**src/rtl/crcu_clk_pkg.sv**
```systemverilog
// Shared definitions for the CRCU clock divider control block:
// control word field positions, divisor table and channel state enum.
package crcu_clk_pkg;

    localparam int SEL_LSB    = 0;
    localparam int EN_BIT     = 3;
    localparam int GATE_BIT   = 4;
    localparam int DIRECT_BIT = 5;
    localparam int DIV_LSB    = 8;

    localparam logic [2:0] SEL_RSVD = 3'd7;

    typedef enum logic [1:0] {
        IDLE,
        RUN,
        PEND,
        STOP
    } ch_state_t;

    // Reserved select maps to 2 only so the function is total;
    // callers reject SEL_RSVD before using the value.
    function automatic logic [7:0] div_tbl(input logic [2:0] sel);
        logic [7:0] n;
        case (sel)
            3'd0:    n = 8'd2;
            3'd1:    n = 8'd3;
            3'd2:    n = 8'd4;
            3'd3:    n = 8'd6;
            3'd4:    n = 8'd8;
            3'd5:    n = 8'd12;
            3'd6:    n = 8'd16;
            default: n = 8'd2;
        endcase
        return n;
    endfunction

endpackage

```
**src/rtl/crcu_clk_div_ch.sv**
```systemverilog
// One clock channel: divider counter, IDLE/RUN/PEND/STOP FSM and status.
// Ports: clk, rst_n, ctl (sampled control word), clk_out, clk_active,
// cfg_ack (divisor-change pulse), cfg_err (sticky reserved-request flag).
// Build option CRCU_CLK_DIRECT_DIV_EN: divisor from ctl[15:8] when ctl[5]=1.
module crcu_clk_div_ch
    import crcu_clk_pkg::*;
#(
    parameter int         CNT_W   = 8,
    parameter logic [2:0] RST_SEL = 3'd0
) (
    input  logic        clk,
    input  logic        rst_n,
    input  logic [31:0] ctl,
    output logic        clk_out,
    output logic        clk_active,
    output logic        cfg_ack,
    output logic        cfg_err
);

    typedef logic [CNT_W-1:0] cnt_t;

    function automatic cnt_t eff_n(input cnt_t n);
        return (n < cnt_t'(2)) ? cnt_t'(2) : n;
    endfunction

    localparam cnt_t RST_N = eff_n(cnt_t'(div_tbl(RST_SEL)));

    ch_state_t st, st_nxt;
    cnt_t      cnt, cnt_nxt;
    cnt_t      n_act, n_act_nxt;
    cnt_t      n_pend, n_pend_nxt;
    logic      pend_vld, pend_nxt;
    logic      ack_nxt, err_nxt, out_nxt;
    logic      run, req_ok, wrap;
    cnt_t      req_n;
    logic      unused_bits;

    assign unused_bits = ^{ctl[31:16], ctl[DIV_LSB +: 8],
                           ctl[DIRECT_BIT], ctl[7:6]};

    always_comb begin
        run    = ctl[EN_BIT] & ~ctl[GATE_BIT];
        req_n  = cnt_t'(div_tbl(ctl[SEL_LSB +: 3]));
        req_ok = ctl[SEL_LSB +: 3] != SEL_RSVD;
`ifdef CRCU_CLK_DIRECT_DIV_EN
        if (ctl[DIRECT_BIT]) begin
            req_n  = cnt_t'(ctl[DIV_LSB +: 8]);
            req_ok = ctl[DIV_LSB +: 8] >= 8'd2;
        end
`endif
    end

    assign wrap = cnt == (eff_n(n_act) - cnt_t'(1));

    always_comb begin
        st_nxt     = st;
        n_act_nxt  = n_act;
        n_pend_nxt = n_pend;
        pend_nxt   = pend_vld;
        cnt_nxt    = wrap ? '0 : cnt + cnt_t'(1);
        ack_nxt    = 1'b0;
        err_nxt    = cfg_err | ~req_ok;
        unique case (st)
            IDLE: begin
                cnt_nxt  = '0;
                pend_nxt = 1'b0;
                if (req_ok) n_act_nxt = req_n;
                if (run) st_nxt = RUN;
            end
            RUN: begin
                if (!run) begin
                    st_nxt = STOP;
                    if (req_ok && req_n != n_act) begin
                        n_pend_nxt = req_n;
                        pend_nxt   = 1'b1;
                    end
                end else if (req_ok && req_n != n_act) begin
                    n_pend_nxt = req_n;
                    st_nxt     = PEND;
                end
            end
            PEND: begin
                // Latest valid request overwrites the pending one.
                if (req_ok) n_pend_nxt = req_n;
                if (!run) begin
                    st_nxt   = STOP;
                    pend_nxt = n_pend_nxt != n_act;
                end else if (wrap) begin
                    n_act_nxt = n_pend_nxt;
                    ack_nxt   = n_pend_nxt != n_act;
                    st_nxt    = RUN;
                end
            end
            STOP: begin
                if (req_ok) begin
                    n_pend_nxt = req_n;
                    pend_nxt   = req_n != n_act;
                end
                if (run) begin
                    // RUN re-checks the request on its next cycle.
                    st_nxt   = RUN;
                    pend_nxt = 1'b0;
                end else if (wrap) begin
                    st_nxt  = IDLE;
                    cnt_nxt = '0;
                    if (pend_nxt) n_act_nxt = n_pend_nxt;
                end
            end
            default: st_nxt = IDLE;
        endcase
    end

    // High for the first floor(N/2) counts of each period.
    assign out_nxt = (st_nxt != IDLE) &&
                     (cnt_nxt < (eff_n(n_act_nxt) >> 1));

    always_ff @(posedge clk or negedge rst_n) begin
        if (!rst_n) begin
            st       <= IDLE;
            cnt      <= '0;
            n_act    <= RST_N;
            n_pend   <= RST_N;
            pend_vld <= 1'b0;
            clk_out  <= 1'b0;
            cfg_ack  <= 1'b0;
            cfg_err  <= 1'b0;
        end else begin
            st       <= st_nxt;
            cnt      <= cnt_nxt;
            n_act    <= n_act_nxt;
            n_pend   <= n_pend_nxt;
            pend_vld <= pend_nxt;
            clk_out  <= out_nxt;
            cfg_ack  <= ack_nxt;
            cfg_err  <= err_nxt;
        end
    end

    assign clk_active = st != IDLE;

endmodule

```
**src/rtl/crcu_clk_div_ctl.sv**
```systemverilog
// CRCU multi-channel clock divider: samples the control words once and
// drives NUM_CH divider channels. Ports: CRCU_CLK, CRCU_RST_N,
// clk_ctl_reg (32 bits per channel), clk_out, clk_active, cfg_ack, cfg_err.
// Build option CRCU_CLK_DIRECT_DIV_EN enables direct divisor selection.
module crcu_clk_div_ctl
    import crcu_clk_pkg::*;
#(
    parameter int         NUM_CH  = 4,
    parameter int         CNT_W   = 8,
    parameter logic [2:0] RST_SEL = 3'd0
) (
    input  logic                CRCU_CLK,
    input  logic                CRCU_RST_N,
    input  logic [NUM_CH*32-1:0] clk_ctl_reg,
    output logic [NUM_CH-1:0]   clk_out,
    output logic [NUM_CH-1:0]   clk_active,
    output logic [NUM_CH-1:0]   cfg_ack,
    output logic [NUM_CH-1:0]   cfg_err
);

    logic [NUM_CH*32-1:0] ctl_s;

    always_ff @(posedge CRCU_CLK or negedge CRCU_RST_N) begin
        if (!CRCU_RST_N) ctl_s <= '0;
        else             ctl_s <= clk_ctl_reg;
    end

    for (genvar i = 0; i < NUM_CH; i++) begin : g_ch
        crcu_clk_div_ch #(
            .CNT_W   (CNT_W),
            .RST_SEL (RST_SEL)
        ) u_ch (
            .clk        (CRCU_CLK),
            .rst_n      (CRCU_RST_N),
            .ctl        (ctl_s[32*i +: 32]),
            .clk_out    (clk_out[i]),
            .clk_active (clk_active[i]),
            .cfg_ack    (cfg_ack[i]),
            .cfg_err    (cfg_err[i])
        );
    end

endmodule

```
**config.mk**
```make
export PLATFORM = sky130hd
export DESIGN_NAME = crcu_clk_div_ctl
export DESIGN_NICKNAME = d
export VERILOG_FILES = /design/src/rtl/crcu_clk_pkg.sv /design/src/rtl/crcu_clk_div_ch.sv /design/src/rtl/crcu_clk_div_ctl.sv
export SDC_FILE = /design/constraint.sdc
export NUM_CORES = 1
export LEC_CHECK = 0
export BUFFER_PORTS_ARGS = -buffer_cell sky130_fd_sc_hd__buf_2
export CAP_MARGIN = 10
export CORE_ASPECT_RATIO = 0.6
export CORE_MARGIN = 5
export CORE_UTILIZATION = 25
export CTS_CLUSTER_DIAMETER = 120
export DETAILED_ROUTE_END_ITERATION = 10
export GPL_TIMING_DRIVEN = 0
export PLACE_DENSITY = 0.4
export SLEW_MARGIN = 40
export SYNTH_ARGS = -nofsm -noshare
export SYNTH_HDL_FRONTEND = slang
export SYNTH_HIERARCHICAL = 1
export SYNTH_SLANG_ARGS = --single-unit
export TNS_END_PERCENT = 5
```
**constraint.sdc**
```tcl
create_clock -name CRCU_CLK -period 6 [get_ports CRCU_CLK]
set_clock_uncertainty 0.05 [all_clocks]
set_input_delay 1.2 -clock CRCU_CLK [delete_from_list [all_inputs] [get_ports CRCU_CLK]]
set_output_delay 1.2 -clock CRCU_CLK [all_outputs]
set_load 0.005 [all_outputs]
```
==> results.json, run 1 <==
{
  "ir_drop_uv": 184.1,
  "root_buffer": "clkbuf_16",
  "power_switching_mw": 3.256,
  "finalHoldViolCount": 0,
  "area_growth_pct": 14.09,
  "boundaryPins": 146,
  "hpwl_um": 30010,
  "setup-tns-final_ns": 0,
  "fill_cells": 4837,
  "tightestPinTransition_ns": 0.9555,
  "synth.avg_cell_area_sq_um": 8.412,
  "crit_chain": "buf_2 -> nor3_1 -> nand2_1 -> nand2_1 -> ha_1 -> or3b_1 -> o21ai_0 -> and3_2 -> nand4_2 -> or2_0 -> buf_6 -> a21o_1 -> a2111oi_2 -> ha_1 -> a21oi_1 -> o22ai_1 -> nor3_1 -> o21ai_2 -> nor4b_2 -> a31o_1",
  "vias": 10730,
  "setup.worst_path.end_class": "flop",
  "final_nets": 1606,
  "cap_violations": 0,
  "holdWs_ns": 0.4128,
  "grt_overflow": 0,
  "fin_crit_ns": 5.600,
  "htree_levels": 4,
  "drt-initial-drc-count": 1063,
  "crit_type": "flop to flop",
  "power_density_nw_per_um2": 506.5,
  "power_frac_comb_pct": 61.5,
  "status": "completed",
  "leakage_nw": 5.408,
  "final_cells": 2022,
  "io_buffers": 37,
  "die_h_um": 175.8,
  "grt_pass1_vias": 9966,
  "clkPwrFrac_pct": 17.2,
  "cts_tree": "built",
  "grt.total_usage_pct": 15.37,
  "grt_pass1_wl_um": 61100,
  "cts_setup_buffers": 0,
  "rsz0062_at_grt": "no",
  "cts_made_buffers": 17,
  "antenna_found_initial": 0,
  "clockBufferDepth": 2,
  "max-slew-margin-rel_pct": 35.73,
  "yosysWarnings": 6,
  "first_pass_iters": 6,
  "r2r_setup_slack_ns": 0.40,
  "die_x_um": 286.4,
  "hp-class": "flop to flop",
  "cpPeakStageDelay_ns": 0.73,
  "clk_pin_slew_ns": 0.06,
  "drt-total-wl_um": 39070,
  "netlist_area_sq_um": 11460,
  "fmax_mhz": 178.6,
  "antenna_left": 0,
  "slew_viol_final": 0,
  "startpoint_type": "flop",
  "grt_max_degree": 65,
  "sw_frac_of_total_pct": 49.18,
  "drive_above_1_share_pct": 13.47,
  "post_drt_via_cell_ratio": 5.305,
  "crit_buf_inv": 2,
  "regArea_sq_um": 3513,
  "p_total_mw": 6.621,
  "finalCritPeriodShare_pct": 93.33,
  "arrival_ns": 5.92,
  "multi_input_area_sq_um": 7226,
  "clock-sinks": 140,
  "place.gp.congestion": 0.8590,
  "p_int_mw": 3.364,
  "drc": 0,
  "synthCells": 1362,
  "syn-num-nets": 1548,
  "row_count": 60,
  "path_delay_family": "simple AND/OR/NAND/NOR gates",
  "core_area_sq_um": 45040,
  "placed_cells": 1990,
  "cpMaxStageDelayCell": "a2111oi_2",
  "dieArea_sq_um": 50350,
  "wl_per_cell_um": 19.32,
  "crit_fanout": 9,
  "finalSetupViolCount": 0,
  "clkLatencyLatePin_ns": 0.45,
  "required_ns": 6.32,
  "p_seq_share_pct": 21.3,
  "n_antenna_cell": 0,
  "initial_core_util_pct": 25.44
}
what timing repair did:
action / in CTS / in global routing
gates resized for setup: 0 / 3
endpoints found under the setup margin: 0 / 1
hold buffers: 0 / 0
metal layers:
metal	global-route usage, %	vias to the layer above	part of all wire [%]	wire, um
met2	18.21	340	36	13900
met3	3.502	16	7.0	2734
met5	0	-	0	0
met4	2.987	0	0.67	263
met1	26.52	5263	57	22180
li1	-	5107	-	-
path summary, 6_finish.rpt:
path                                  startpoint  cells after the start                    end
max                        g_ch[2].u_ch/n_act[5]                     20   g_ch[2].u_ch/clk_out
min                         g_ch[3].u_ch/cfg_err                      1   g_ch[3].u_ch/cfg_err
max reg2reg                g_ch[2].u_ch/n_act[5]                     20   g_ch[2].u_ch/clk_out
min reg2reg                 g_ch[3].u_ch/cfg_err                      1   g_ch[3].u_ch/cfg_err
max in group asynchronous             CRCU_RST_N                      2  g_ch[2].u_ch/n_act[1]
min in group asynchronous             CRCU_RST_N                      1  g_ch[0].u_ch/pend_vld
power by group through the flow:
stage,logic (mW),registers (mW),clock network (mW)
after floorplan,2.89,1.34,0
after global placement,3.97,1.42,0
after detailed placement,3.98,1.42,0
after CTS,3.99,1.41,1.18
after global routing,4.45,1.44,1.22
final,4.07,1.41,1.14
flip-flops by register name, summed over array words and instances (netlist names), 8 cells and up, named ones only:
register / cells
ctl_s: 20
g_ch.u_ch/cnt: 32
g_ch.u_ch/n_act: 28
g_ch.u_ch/n_pend: 32
g_ch.u_ch/st: 8
layout by cell type (no fill, tap or decap), types with 9 or more instances in the layout:
cell type	instances
or3_1	16
a211oi_1	13
buf_6	12
nor2b_1	22
dfrtp_1	132
a22oi_1	18
inv_1	67
o32ai_1	9
o21ai_0	80
nor4_1	10
nand4_1	10
and3_1	24
o22ai_1	11
nand3_1	36
a31oi_1	22
or2_2	16
nor3_1	30
nand2_1	109
a21boi_0	16
ha_1	56
a21oi_1	88
xnor2_1	47
xor2_1	28
nand2b_1	28
o31ai_1	11
a21o_1	20
buf_2	51
clkbuf_16	17
clkbuf_1	51
nor2_1	120
stage by stage:
stage / utilization, % / instance area, sq um / setup WS [ns]
2_1_floorplan: - / 11460 / 1.664
3_3_place_gp: 27.48 / 12380 / 0.1746
3_5_place_dp: 27.63 / 12450 / 0.3552
4_1_cts: 28.98 / 13060 / 0.2751
5_1_grt: 29.02 / 13070 / 0.07411
6_report: 29.02 / 13070 / 0.4002
final cells by class:
cell class	count	share of cell area [%]
Buffer	92	3.714
Clock buffer	19	3.465
Clock inverter	13	1.187
Inverter	69	1.981
Multi-Input combinational cell	1061	55.28
Sequential cell	140	26.88
Tap cell	589	5.638
Timing Repair Buffer	39	1.857
Power figures use the tool's default switching activity.
==> run 2: changes to the inputs <==
--- a/config.mk
+++ b/config.mk
@@ -13,7 +13,7 @@
 export CTS_CLUSTER_DIAMETER = 120
 export DETAILED_ROUTE_END_ITERATION = 10
 export GPL_TIMING_DRIVEN = 0
-export PLACE_DENSITY = 0.4
+export PLACE_DENSITY_LB_ADDON = 0.08
 export SLEW_MARGIN = 40
 export SYNTH_ARGS = -nofsm -noshare
 export SYNTH_HDL_FRONTEND = slang
==> run 2 against run 1 <==
Net effect:
- global-route usage grew 0.23 points
- total power grew 0.77%
- sequential share of layout area shrank 0.056 points
- sequential power is essentially flat
- flip-flop and latch count is the same
- critical path depth is the same
- cell count is essentially flat
- register-to-register slack lost 0.02 ns
- fmax shrank 0.34%
- non-clock buffer count shrank 1
- setup slack lost 0.019 ns
- hold slack gained 0.0017 ns
- critical path type unchanged
- highest routed layer unchanged
==> results.json, run 2 (synthesis gave the netlist of run 1 again) <==
{
  "clk_pin_slew_ns": 0.06,
  "first_pass_iters": 5,
  "cpPeakStageDelay_ns": 0.73,
  "n_antenna_cell": 0,
  "drt-initial-drc-count": 1081,
  "holdBufCountCts": 0,
  "place.gp.congestion": 0.8564,
  "drc": 0,
  "sw_frac_of_total_pct": 48.21,
  "htree_levels": 4,
  "tightestPinTransition_ns": 0.8541,
  "cap_violations": 0,
  "area_growth_pct": 14.33,
  "clkPwrFrac_pct": 18.2,
  "power_density_nw_per_um2": 509.3,
  "max-slew-margin-rel_pct": 42.31,
  "required_ns": 6.32,
  "hp-class": "flop to flop",
  "p_seq_share_pct": 21.1,
  "cts_tree": "built",
  "holdWs_ns": 0.4145,
  "r2r-start": "g_ch[2].u_ch/n_act[5]",
  "grt_max_degree": 63,
  "critical_path_cell_count": 20,
  "grt_pass1_vias": 9836,
  "grt_overflow": 0,
  "clock-sinks": 140,
  "crit_fanout": 9,
  "finalHoldViolCount": 0,
  "holdPathEnd": "g_ch[1].u_ch/cfg_err",
  "biggestRegsByFlops": "g_ch.u_ch/cnt x32, g_ch.u_ch/n_pend x32, g_ch.u_ch/n_act x28",
  "finalCritPeriodShare_pct": 93.65,
  "status": "completed",
  "antenna_found_initial": 0,
  "dieArea_sq_um": 50350,
  "path_delay_family": "simple AND/OR/NAND/NOR gates",
  "finalSetupViolCount": 0,
  "root_buffer": "clkbuf_16",
  "grt_pass1_wl_um": 61580,
  "r2r_setup_slack_ns": 0.38,
  "core_area_sq_um": 45040,
  "vias": 10700,
  "crit_chain": "buf_2 -> nor3_1 -> nand2_1 -> nand2_1 -> ha_1 -> or3b_1 -> o21ai_0 -> and3_2 -> nand4_2 -> or2_0 -> buf_6 -> a21o_1 -> a2111oi_2 -> ha_1 -> a21oi_1 -> o22ai_1 -> nor3_1 -> o21ai_2 -> nor4b_2 -> a31o_1",
  "ir_drop_uv": 180.6,
  "crit_buf_inv": 2,
  "cts_made_buffers": 17,
  "post_drt_via_cell_ratio": 5.295,
  "setup_slack_ns": 0.3810,
  "clockBufferDepth": 2,
  "antenna_left": 0,
  "cpMaxStageDelayCell": "a2111oi_2",
  "final_common_cell": "dfrtp_1",
  "setup.worst_path.end_class": "flop",
  "arrival_ns": 5.94,
  "rsz0062_at_grt": "no",
  "power_switching_mw": 3.216,
  "boundaryPins": 146,
  "p_int_mw": 3.455,
  "min_from": "g_ch[1].u_ch/cfg_err",
  "crit_type": "flop to flop",
  "wl_per_cell_um": 19.68,
  "p_total_mw": 6.672,
  "die_h_um": 175.8,
  "die_x_um": 286.4,
  "drt-total-wl_um": 39780,
  "fin_crit_ns": 5.619,
  "power_frac_comb_pct": 60.7,
  "initial_core_util_pct": 25.44,
  "clkLatencyLatePin_ns": 0.45,
  "dpl_worst_slack_ns": 0.3998,
  "io_buffers": 37,
  "leakage_nw": 5.423,
  "rr_worst_depth": 20,
  "setup-tns-final_ns": 0,
  "hold_path_depth": 1,
  "final_nets": 1605,
  "fmax_mhz": 178.0,
  "startpoint_type": "flop",
  "layout_common_cells": "dfrtp_1 (132), nor2_1 (120), nand2_1 (109)",
  "row_count": 60,
  "hpwl_um": 30080,
  "reg2reg_to": "g_ch[2].u_ch/clk_out",
  "slew_viol_final": 0,
  "grt.total_usage_pct": 15.60,
  "drive_above_1_share_pct": 13.41,
  "fill_cells": 4869
}
==> run 2: changes by cell type in the layout (fill, tap and decap cells not counted), sizes merged <==
cell	before	now
bufinv	2	4
inv	72	67
clkbuf	71	72
clkinv	6	7
==> run 2: power by group through the flow <==
stage | sequential [mW] | combinational [mW] | clock [mW]
floorplan | 1.34 | 2.89 | 0
global placement | 1.43 | 3.99 | 0
detailed placement | 1.42 | 3.97 | 0
CTS | 1.41 | 3.99 | 1.25
global route | 1.44 | 4.44 | 1.29
finish | 1.41 | 4.05 | 1.21
==> run 2: worst max-delay path by stage <==
stage          slack (ns)                    to                  start
4_1_cts              0.34  g_ch[0].u_ch/clk_out  g_ch[0].u_ch/n_act[1]
3_3_place_gp         0.22  g_ch[1].u_ch/clk_out  g_ch[1].u_ch/n_act[1]
2_1_floorplan        1.66  g_ch[2].u_ch/clk_out  g_ch[2].u_ch/n_act[5]
6_report             0.38  g_ch[2].u_ch/clk_out  g_ch[2].u_ch/n_act[5]
5_1_grt              0.08  g_ch[2].u_ch/clk_out  g_ch[2].u_ch/n_act[5]
3_5_place_dp         0.40  g_ch[0].u_ch/clk_out  g_ch[0].u_ch/n_act[1]
==> run 2: final cells by class <==
cell class | instances | area [sq um] | share of cell area, %
inverter | 69 | 259.0 | 1.977
clock inverter | 11 | 163.9 | 1.251
sequential | 140 | 3513 | 26.82
timing repair buffer | 39 | 242.7 | 1.853
clock buffer | 21 | 480.5 | 3.668
multi-input combinational | 1061 | 7221 | 55.12
buffer | 91 | 481.7 | 3.678
tap | 589 | 737.0 | 5.626
==> run 2: metrics by stage <==
stage,utilization [%],instance area (sq um),cells
finish,29.08,13100,2021
global route,29.08,13100,2021
CTS,29.08,13100,2022
detailed placement,27.65,12450,1990
global placement,27.48,12380,1988
floorplan,-,11460,1362
==> run 2: routing by layer <==
metal	global-route usage, %	routed length [um]
met4	2.745	305
met2	18.77	14360
met1	27.20	22820
met5	0	0
met3	2.892	2302
==> run 2: repair_timing <==
item                                    in CTS  in global routing
setup buffers                                0                  0
endpoints found under the setup margin       0                  1
resized for setup                            0                  3
